--- src/rtl/run_detect_fsm_if.sv ---
// run_detect_fsm_if: signal bundle between the run detector and whoever drives it.
//   master : drives w, en, pol, clr; observes z, z_rise, run_cnt, evt_cnt
//   slave  : the detector itself (opposite directions)
// RUN_LEN and EVT_W must match the parameters of the attached run_detect_fsm.
interface run_detect_fsm_if #(
  parameter int unsigned RUN_LEN = 2,
  parameter int unsigned EVT_W   = 8
);
  localparam int unsigned RW = $clog2(RUN_LEN + 1);

  logic             w;
  logic             en;
  logic             pol;
  logic             clr;
  logic             z;
  logic             z_rise;
  logic [RW-1:0]    run_cnt;
  logic [EVT_W-1:0] evt_cnt;

  modport master (
    output w, en, pol, clr,
    input  z, z_rise, run_cnt, evt_cnt
  );

  modport slave (
    input  w, en, pol, clr,
    output z, z_rise, run_cnt, evt_cnt
  );
endinterface

--- src/rtl/run_detect_fsm.sv ---
// run_detect_fsm: Moore run-length detector. z goes high once w has equalled pol on
// RUN_LEN consecutive enabled cycles and stays high until an enabled miss.
// Ports:
//   clk     : system clock, rising edge
//   resetn  : asynchronous reset, active-high (name kept from the existing codebase)
//   bus     : run_detect_fsm_if.slave
//             w       sampled serial input
//             en      sample enable; 0 holds state and counters
//             pol     match polarity, hit = (w == pol)
//             clr     synchronous clear of evt_cnt
//             z       high while in DETECT
//             z_rise  one-cycle pulse in the first DETECT cycle
//             run_cnt current run length, saturates at RUN_LEN
//             evt_cnt saturating count of entries into DETECT
module run_detect_fsm #(
  parameter int unsigned RUN_LEN = 2,
  parameter int unsigned EVT_W   = 8
) (
  input logic               clk,
  input logic               resetn,
  run_detect_fsm_if.slave   bus
);

  localparam int unsigned RW = $clog2(RUN_LEN + 1);
  localparam logic [RW-1:0]    RunMax = RW'(RUN_LEN);
  localparam logic [EVT_W-1:0] EvtMax = '1;

  typedef enum logic [1:0] {
    StIdle   = 2'b00,
    StCount  = 2'b01,
    StDetect = 2'b10
  } state_e;

  state_e           state_q, state_d;
  logic [RW-1:0]    run_q, run_d;
  logic [EVT_W-1:0] evt_q, evt_d;
  logic             rise_q, rise_d;
  logic             hit;
  logic             entry;

  assign hit = (bus.w == bus.pol);

  always_comb begin
    state_d = state_q;
    run_d   = run_q;
    entry   = 1'b0;
    unique case (state_q)
      StIdle: begin
        if (bus.en && hit) begin
          run_d = RW'(1);
          if (RUN_LEN == 1) begin
            state_d = StDetect;
            entry   = 1'b1;
          end else begin
            state_d = StCount;
          end
        end
      end
      StCount: begin
        if (bus.en) begin
          if (hit) begin
            run_d = run_q + RW'(1);
            if (run_q + RW'(1) == RunMax) begin
              state_d = StDetect;
              entry   = 1'b1;
            end
          end else begin
            state_d = StIdle;
            run_d   = '0;
          end
        end
      end
      StDetect: begin
        // A hit keeps run_cnt pinned at RUN_LEN; any miss restarts from scratch.
        if (bus.en && !hit) begin
          state_d = StIdle;
          run_d   = '0;
        end
      end
      default: begin
        // Unused encoding recovers to IDLE regardless of en.
        state_d = StIdle;
        run_d   = '0;
      end
    endcase
  end

  // en=0 forces the pulse low because entry can only be set when en is high.
  always_comb begin
    rise_d = entry;
    evt_d  = evt_q;
    if (bus.clr) begin
      evt_d = '0;
    end else if (entry && (evt_q != EvtMax)) begin
      evt_d = evt_q + EVT_W'(1);
    end
  end

  always_ff @(posedge clk or posedge resetn) begin
    if (resetn) begin
      state_q <= StIdle;
      run_q   <= '0;
      evt_q   <= '0;
      rise_q  <= 1'b0;
    end else begin
      state_q <= state_d;
      run_q   <= run_d;
      evt_q   <= evt_d;
      rise_q  <= rise_d;
    end
  end

  // Outputs depend on registered state only; an unused encoding reads as IDLE.
  assign bus.z       = (state_q == StDetect);
  assign bus.z_rise  = rise_q && (state_q == StDetect);
  assign bus.run_cnt = ((state_q == StCount) || (state_q == StDetect)) ? run_q : '0;
  assign bus.evt_cnt = evt_q;

endmodule

--- src/flat_wrapper.sv ---
// flat-port wrapper written by rule: the top's interface ports become plain ports
module run_detect_fsm_flat 
#(
  parameter int unsigned RUN_LEN = 2,
  parameter int unsigned EVT_W   = 8
)
  (clk, resetn, bus_w, bus_en, bus_pol, bus_clr, bus_z, bus_z_rise, bus_run_cnt, bus_evt_cnt);
  run_detect_fsm_if #(.RUN_LEN(RUN_LEN), .EVT_W(EVT_W)) bus_i ();
  input logic clk;
  input logic resetn;
  input wire logic [$bits(bus_i.w)-1:0] bus_w;
  input wire logic [$bits(bus_i.en)-1:0] bus_en;
  input wire logic [$bits(bus_i.pol)-1:0] bus_pol;
  input wire logic [$bits(bus_i.clr)-1:0] bus_clr;
  output wire logic [$bits(bus_i.z)-1:0] bus_z;
  output wire logic [$bits(bus_i.z_rise)-1:0] bus_z_rise;
  output wire logic [$bits(bus_i.run_cnt)-1:0] bus_run_cnt;
  output wire logic [$bits(bus_i.evt_cnt)-1:0] bus_evt_cnt;
  assign bus_i.w = bus_w;
  assign bus_i.en = bus_en;
  assign bus_i.pol = bus_pol;
  assign bus_i.clr = bus_clr;
  assign bus_z = bus_i.z;
  assign bus_z_rise = bus_i.z_rise;
  assign bus_run_cnt = bus_i.run_cnt;
  assign bus_evt_cnt = bus_i.evt_cnt;
  run_detect_fsm #(.RUN_LEN(RUN_LEN), .EVT_W(EVT_W)) u_core (.clk(clk), .resetn(resetn), .bus(bus_i));
endmodule
--- config.mk ---
export PLATFORM = sky130hd
export DESIGN_NAME = run_detect_fsm_flat
export DESIGN_NICKNAME = d
export VERILOG_FILES = /design/src/rtl/run_detect_fsm_if.sv /design/src/rtl/run_detect_fsm.sv /design/src/flat_wrapper.sv
export SDC_FILE = /design/constraint.sdc
export NUM_CORES = 1
export LEC_CHECK = 0
export CAP_MARGIN = 20
export CORE_UTILIZATION = 46
export CTS_BUF_LIST = sky130_fd_sc_hd__clkbuf_4
export DETAILED_ROUTE_END_ITERATION = 8
export PLACE_DENSITY = 0.84
export SLEW_MARGIN = 20
export SYNTH_ARGS = -nofsm -noshare
export SYNTH_HDL_FRONTEND = slang
export SYNTH_SLANG_ARGS = --single-unit
--- constraint.sdc ---
create_clock -name clk -period 1.6 [get_ports clk]
set_input_delay 0.32 -clock clk [delete_from_list [all_inputs] [get_ports clk]]
set_output_delay 0.32 -clock clk [all_outputs]
set_load 0.03 [all_outputs]
# --- Word-level counts from Yosys, hierarchy flattened ---
# Cells that the tools add are included.
word_totals:
  in_bits: 6
  ff_bits: 13
classes:
  n_mux: 16
  reduce_logical: 10
  n_addsub: 2
  n_eq_ne: 9
op_table:
  columns: ["op", "count"]
  rows:
  - ["$mux 2", 8]
  - ["$mux 8", 2]
  - ["$pmux 2 s3", 2]
  - ["$add 8x1->8 const B", 1]
  - ["$ne 8x8->1 const B", 1]
  - ["$eq 2x2->1 const B", 2]
  - ["$logic_and 1x1->1", 4]
  - ["$mux 1", 4]
  - ["$ne 2x1->1 const B", 2]
  - ["$reduce_and 4->1", 1]
  - ["$ne 3x3->1 const B", 1]
  - ["$reduce_and 3->1", 1]
  - ["$add 2x1->2 const B", 1]
  - ["$eq 2x1->1 const B", 1]
  - ["$logic_not 2->1", 1]
  - ["$ne 2x2->1 const B", 1]
  - ["$reduce_bool 2->1", 1]
  - ["$eq 1x1->1", 1]
  - ["$logic_not 1->1", 1]
  - ["$logic_or 1x1->1", 1]

# --- Logic depth before layout (Yosys ltp) ---
# Gate-level depths: netlist of run 1.
logic_depth:
  word_depth: 9
  ltp_mapped: 6

# --- Worst setup path after synthesis of run 1 ---
# No wires, ideal clock.
synth_timing:
  path_kind: "register -> register"
  startpoint: "reg u_core.evt_q[0] (netlist: u_core.bus.evt_cnt[0])"
  endpoint: "reg u_core.evt_q[6] (netlist: u_core.bus.evt_cnt[6])"
  path_buffers: 0
  path_stages_with_launch: 5
  setup_ns: 0.078
  arrival_ns: 1.570
  t_required_ns: 1.522
  path_slack_ns: -0.047
  path_cell_list: "dfrtp_1 ha_1 nand2_1 or4_1 a21oi_1"
synth_via:
  elab_chain_cells: 3
  elab_cells_between_ends: 6
synth_lines:
  columns: ["element", "line_no", "text"]
  rows:
  - ["from (decl)", "run_detect_fsm.sv:36", "logic [EVT_W-1:0] evt_q, evt_d;"]
  - ["from (signal assigned)", "run_detect_fsm.sv:108", "evt_q <= evt_d;"]
  - ["$add 8x1->8 / $ne 8x8->1 (equally long branches)", "run_detect_fsm.sv:95, run_detect_fsm.sv:94", null]
  - ["$mux 8 / $logic_and 1x1->1 (equally long branches)", "run_detect_fsm.sv:94", "end else if (entry && (evt_q != EvtMax)) begin"]
  - ["$mux 8 / $reduce_bool 2->1 (equally long branches)", null, null]
# Several ways; a longest one is shown, not always the timed one. The select of a mux whose other input is x is not followed.
# A chain may end at the register's enable or synchronous reset.

# --- Worst setup path after layout of run 1 ---
layout_timing:
  startpoint: "reg u_core.state_q[0]"
  endpoint: "out bus_run_cnt[1]"
layout_via:
  elab_chain_cells: 3
  elab_cells_between_ends: 4
layout_lines:
  columns: ["element", "line_no", "text"]
  rows:
  - ["from (decl)", "run_detect_fsm.sv:34", "state_e state_q, state_d;"]
  - ["from (signal assigned)", "run_detect_fsm.sv:101", "state_q <= StIdle;"]
  - ["from (signal assigned)", "run_detect_fsm.sv:106", "state_q <= state_d;"]
  - ["$eq 2x1->1 / $eq 2x2->1 (equally long branches)", "run_detect_fsm.sv:116", "assign bus.run_cnt = ((state_q == StCount) || (state_q == StDetect)) ? run_q : '0;"]
  - ["$logic_or 1x1->1 *", "run_detect_fsm.sv:116", null]
  - ["$mux 2 *", "run_detect_fsm.sv:116", null]
  - ["to (decl)", "flat_wrapper.sv:17", "output wire logic [$bits(bus_i.run_cnt)-1:0] bus_run_cnt;"]
# Every way passes the cells marked *; elsewhere a longest branch is shown, timed or not.

==> results.toml, run 1 <==
[clocking]
clock_sinks = 13
cts_buffer_depth = 2
cts_buffers = 3
tritoncts = "done"
worstSkewPairLatency_ns = 0.28
path_clk_slew_ns = 0.09
cts-root-buf = "clkbuf_4"
h-tree-depth = 1

[timing]
setup_tns_ns = -0.146
max-slew-margin-rel = 0.662
finalWorstPathRequiredPeriod_ns = 1.67
setup_viol = 3
hold_viol_final = 0
fmaxAchievable_mhz = 599
worstMarginPinSlew_ns = 0.506
skew_ns = 0.00215
rsz0062_at_grt = "true"
layout_setup_ws_ns = -0.0686
drv_slew = 0
finalCritPeriodShare = 1.04

[hold_path]
hold_class = "in2async"

[drt]
wl_per_cell_um = 16.4
drc = 0
drtAntennaViolNets = 0
num_vias = 838
routed_wl_um = 2290
drt_pass1_iterations = 6
vias_per_cell = 6.03
drtIter0Drc = 33

[placement]
place_area_um2 = 1100
place_congestion = 0.879
place_hpwl_um = 1400
dp.cells = 133
dp_slack_ns = -0.383
io_buffer_count = 17

[outcome]
status = "finished with violations"
violations = "setup timing"

[finish]
antenna_cells = 0
final_common_cell = "buf_4"
final_util = 0.801
final_cell_mix = "14 x buf_4, 11 x dfrtp_1, 10 x dlygate4sd2_1, 9 x nor2_1"
nNetsFinal = 135
drive_gt1_frac = 0.398
final_cells = 139
fin_area_um2 = 1260
area_delta_synth_final_pct = 54.3

[flow_run]
drv_cap = 0

[floorplan]
die_h_um = 44.2
fp.coreArea_um2 = 1580
ios = 18
die_x_um = 44.2
initial_core_util = 0.519
dieArea_um2 = 1950
fp-row-count = 14

[worst_setup_path]
cp.required_ns = 1.28
r2r-start = "u_core.state_q[0]"
reg2reg_depth = 6
critPathMaxFanout = 3
r2r_slack_ns = 0.01
reg2reg_to = "u_core.run_q[1]"
cp-end-kind = "primary output"
critPathKind = "reg2out"
startpoint_type = "flip-flop"
critical_path_arrival_ns = 1.35

[logic_synthesis]
yosysWarnings = 0
synth.distinct_cells = 35
synth_top_cell_by_area = "dfrtp_1"
syn_nets = 99
synth-seq-cells = 13
syn_inst = 88
synth_top_area_share = 0.398
synth_area_um2 = 818
synthTopCellsByArea = "dfrtp_1 40%, ha_1 7.6%, nor2_1 5.0%, nand2b_1 3.8%, a21oi_1 3.7%"
synth_area_per_cell_um2 = 9.30
ys_seq_area_frac = 0.398

[pwr]
ir_worst_vdd_mv = 1.12
power_density_nw_per_um2 = 1140
power_leakage_nw = 0.560

[grt]
grt_overflow = 0
grt_start_max_net_pins = 14
grt_pass1_wl_um = 3490
gr-usage-all-layers = 0.245
antenna_found_initial = 0
grt_pass1_vias = 783
## cells by family after synthesis
kind of cell,count (synthesis),share of synthesized area
buffers and inverters,6,0.0275
DFF,13,0.398
AOI/OAI and AO/OA,19,0.161
and+or+nand+nor,39,0.245
muxes,4,0.0535
adders and majority gates,5,0.0765
xor gates and xnor gates,2,0.0398
## timing repair
action | 4_1_cts | 5_1_grt
pin swaps | 6 | 4
hold buffers | 0 | 0
buffers inserted | 1 | 1
cloned | 0 | 0
gates resized for setup | 29 | 9
setup endpoints to repair | 18 | 10
## metal layers
| metal | track usage | routed length (µm) |
|---|---|---|
| met3 | 0.0490 | 161 |
| met4 | 0.0545 | 48 |
| met1 | 0.337 | 940 |
| met5 | 0 | 0 |
| met2 | 0.400 | 1140 |
## worst max path at each step
stage | slack (ns) | startpoint | cells past startpoint | end
after CTS | -0.06 | u_core.state_q[0] | 4 | bus_run_cnt[0]
final | -0.07 | u_core.state_q[0] | 4 | bus_run_cnt[1]
after global placement | -0.32 | bus_pol | 5 | u_core.run_q[1]
after floorplan | 0.00006 | u_core.state_q[1] | 6 | u_core.bus.evt_cnt[6]
after global routing | -0.12 | u_core.state_q[1] | 5 | bus_run_cnt[1]
after detailed placement | -0.38 | bus_pol | 5 | u_core.run_q[1]
## synthesized netlist by cell type, drive strengths merged
cell,instances
a211oi,1
a21oi,6
a221oi,1
a31oi,1
and2,3
and3,1
clkbuf,1
dfrtp,13
ha,5
inv,5
mux2,3
mux2i,1
nand2,5
nand2b,5
nand3,6
nor2,11
nor2b,2
nor3,2
nor4,1
o2111ai,1
o211ai,1
o21ai,2
o21bai,1
o221ai,1
o22a,1
o22ai,1
o31a,1
o31ai,1
or2,1
or3,1
or4,1
xnor2,1
xor2,1
## state kept, by name (all words and copies together) (netlist names)
| name | cells |
|---|---|
| u_core.bus.evt_cnt | 8 |
| u_core.state_q | 2 |
| u_core.rise_q | 1 |
| u_core.run_q | 2 |
## stage by stage
stage / power (mW) / hold slack (ns)
3_5_place_dp: 0.922 / 0.503
6_report: 1.44 / 0.365
4_1_cts: 1.32 / 0.386
3_3_place_gp: 0.908 / 0.493
5_1_grt: 1.52 / 0.442
2_1_floorplan: 0.717 / 0.197
## critical path: stages, from the launching register on
cell,delay (ns)
dfrtp_1,0.44
inv_2,0.10
ha_4,0.28
and2_4,0.13
buf_6,0.12
## power by group
group | internal, mW | switching (mW) | leakage, nW
clock | 0.114 | 0.120 | 0.0184
sequential | 0.370 | 0.0428 | 0.175
combinational | 0.411 | 0.387 | 0.367
total | 0.895 | 0.549 | 0.560
## cell type report
cell class / instances / area, µm²
multi-input combinational: 69 / 587
sequential: 13 / 328
fill: 106 / 314
timing repair buffer: 32 / 279
clock buffer: 4 / 30.0
tap: 16 / 20.0
inverter: 5 / 18.8
Note: power is estimated with default switching activity, not from simulation.
==> run 2, diff against run 1 <==
--- a/config.mk
+++ b/config.mk
@@ -10,7 +10,7 @@
 export CTS_BUF_LIST = sky130_fd_sc_hd__clkbuf_4
 export DETAILED_ROUTE_END_ITERATION = 8
 export PLACE_DENSITY = 0.84
-export SLEW_MARGIN = 20
+export SLEW_MARGIN = 15
 export SYNTH_ARGS = -nofsm -noshare
 export SYNTH_HDL_FRONTEND = slang
 export SYNTH_SLANG_ARGS = --single-unit
==> results of run 2 <==
The final DEF is identical to that of run 1; final timing and power are the same.
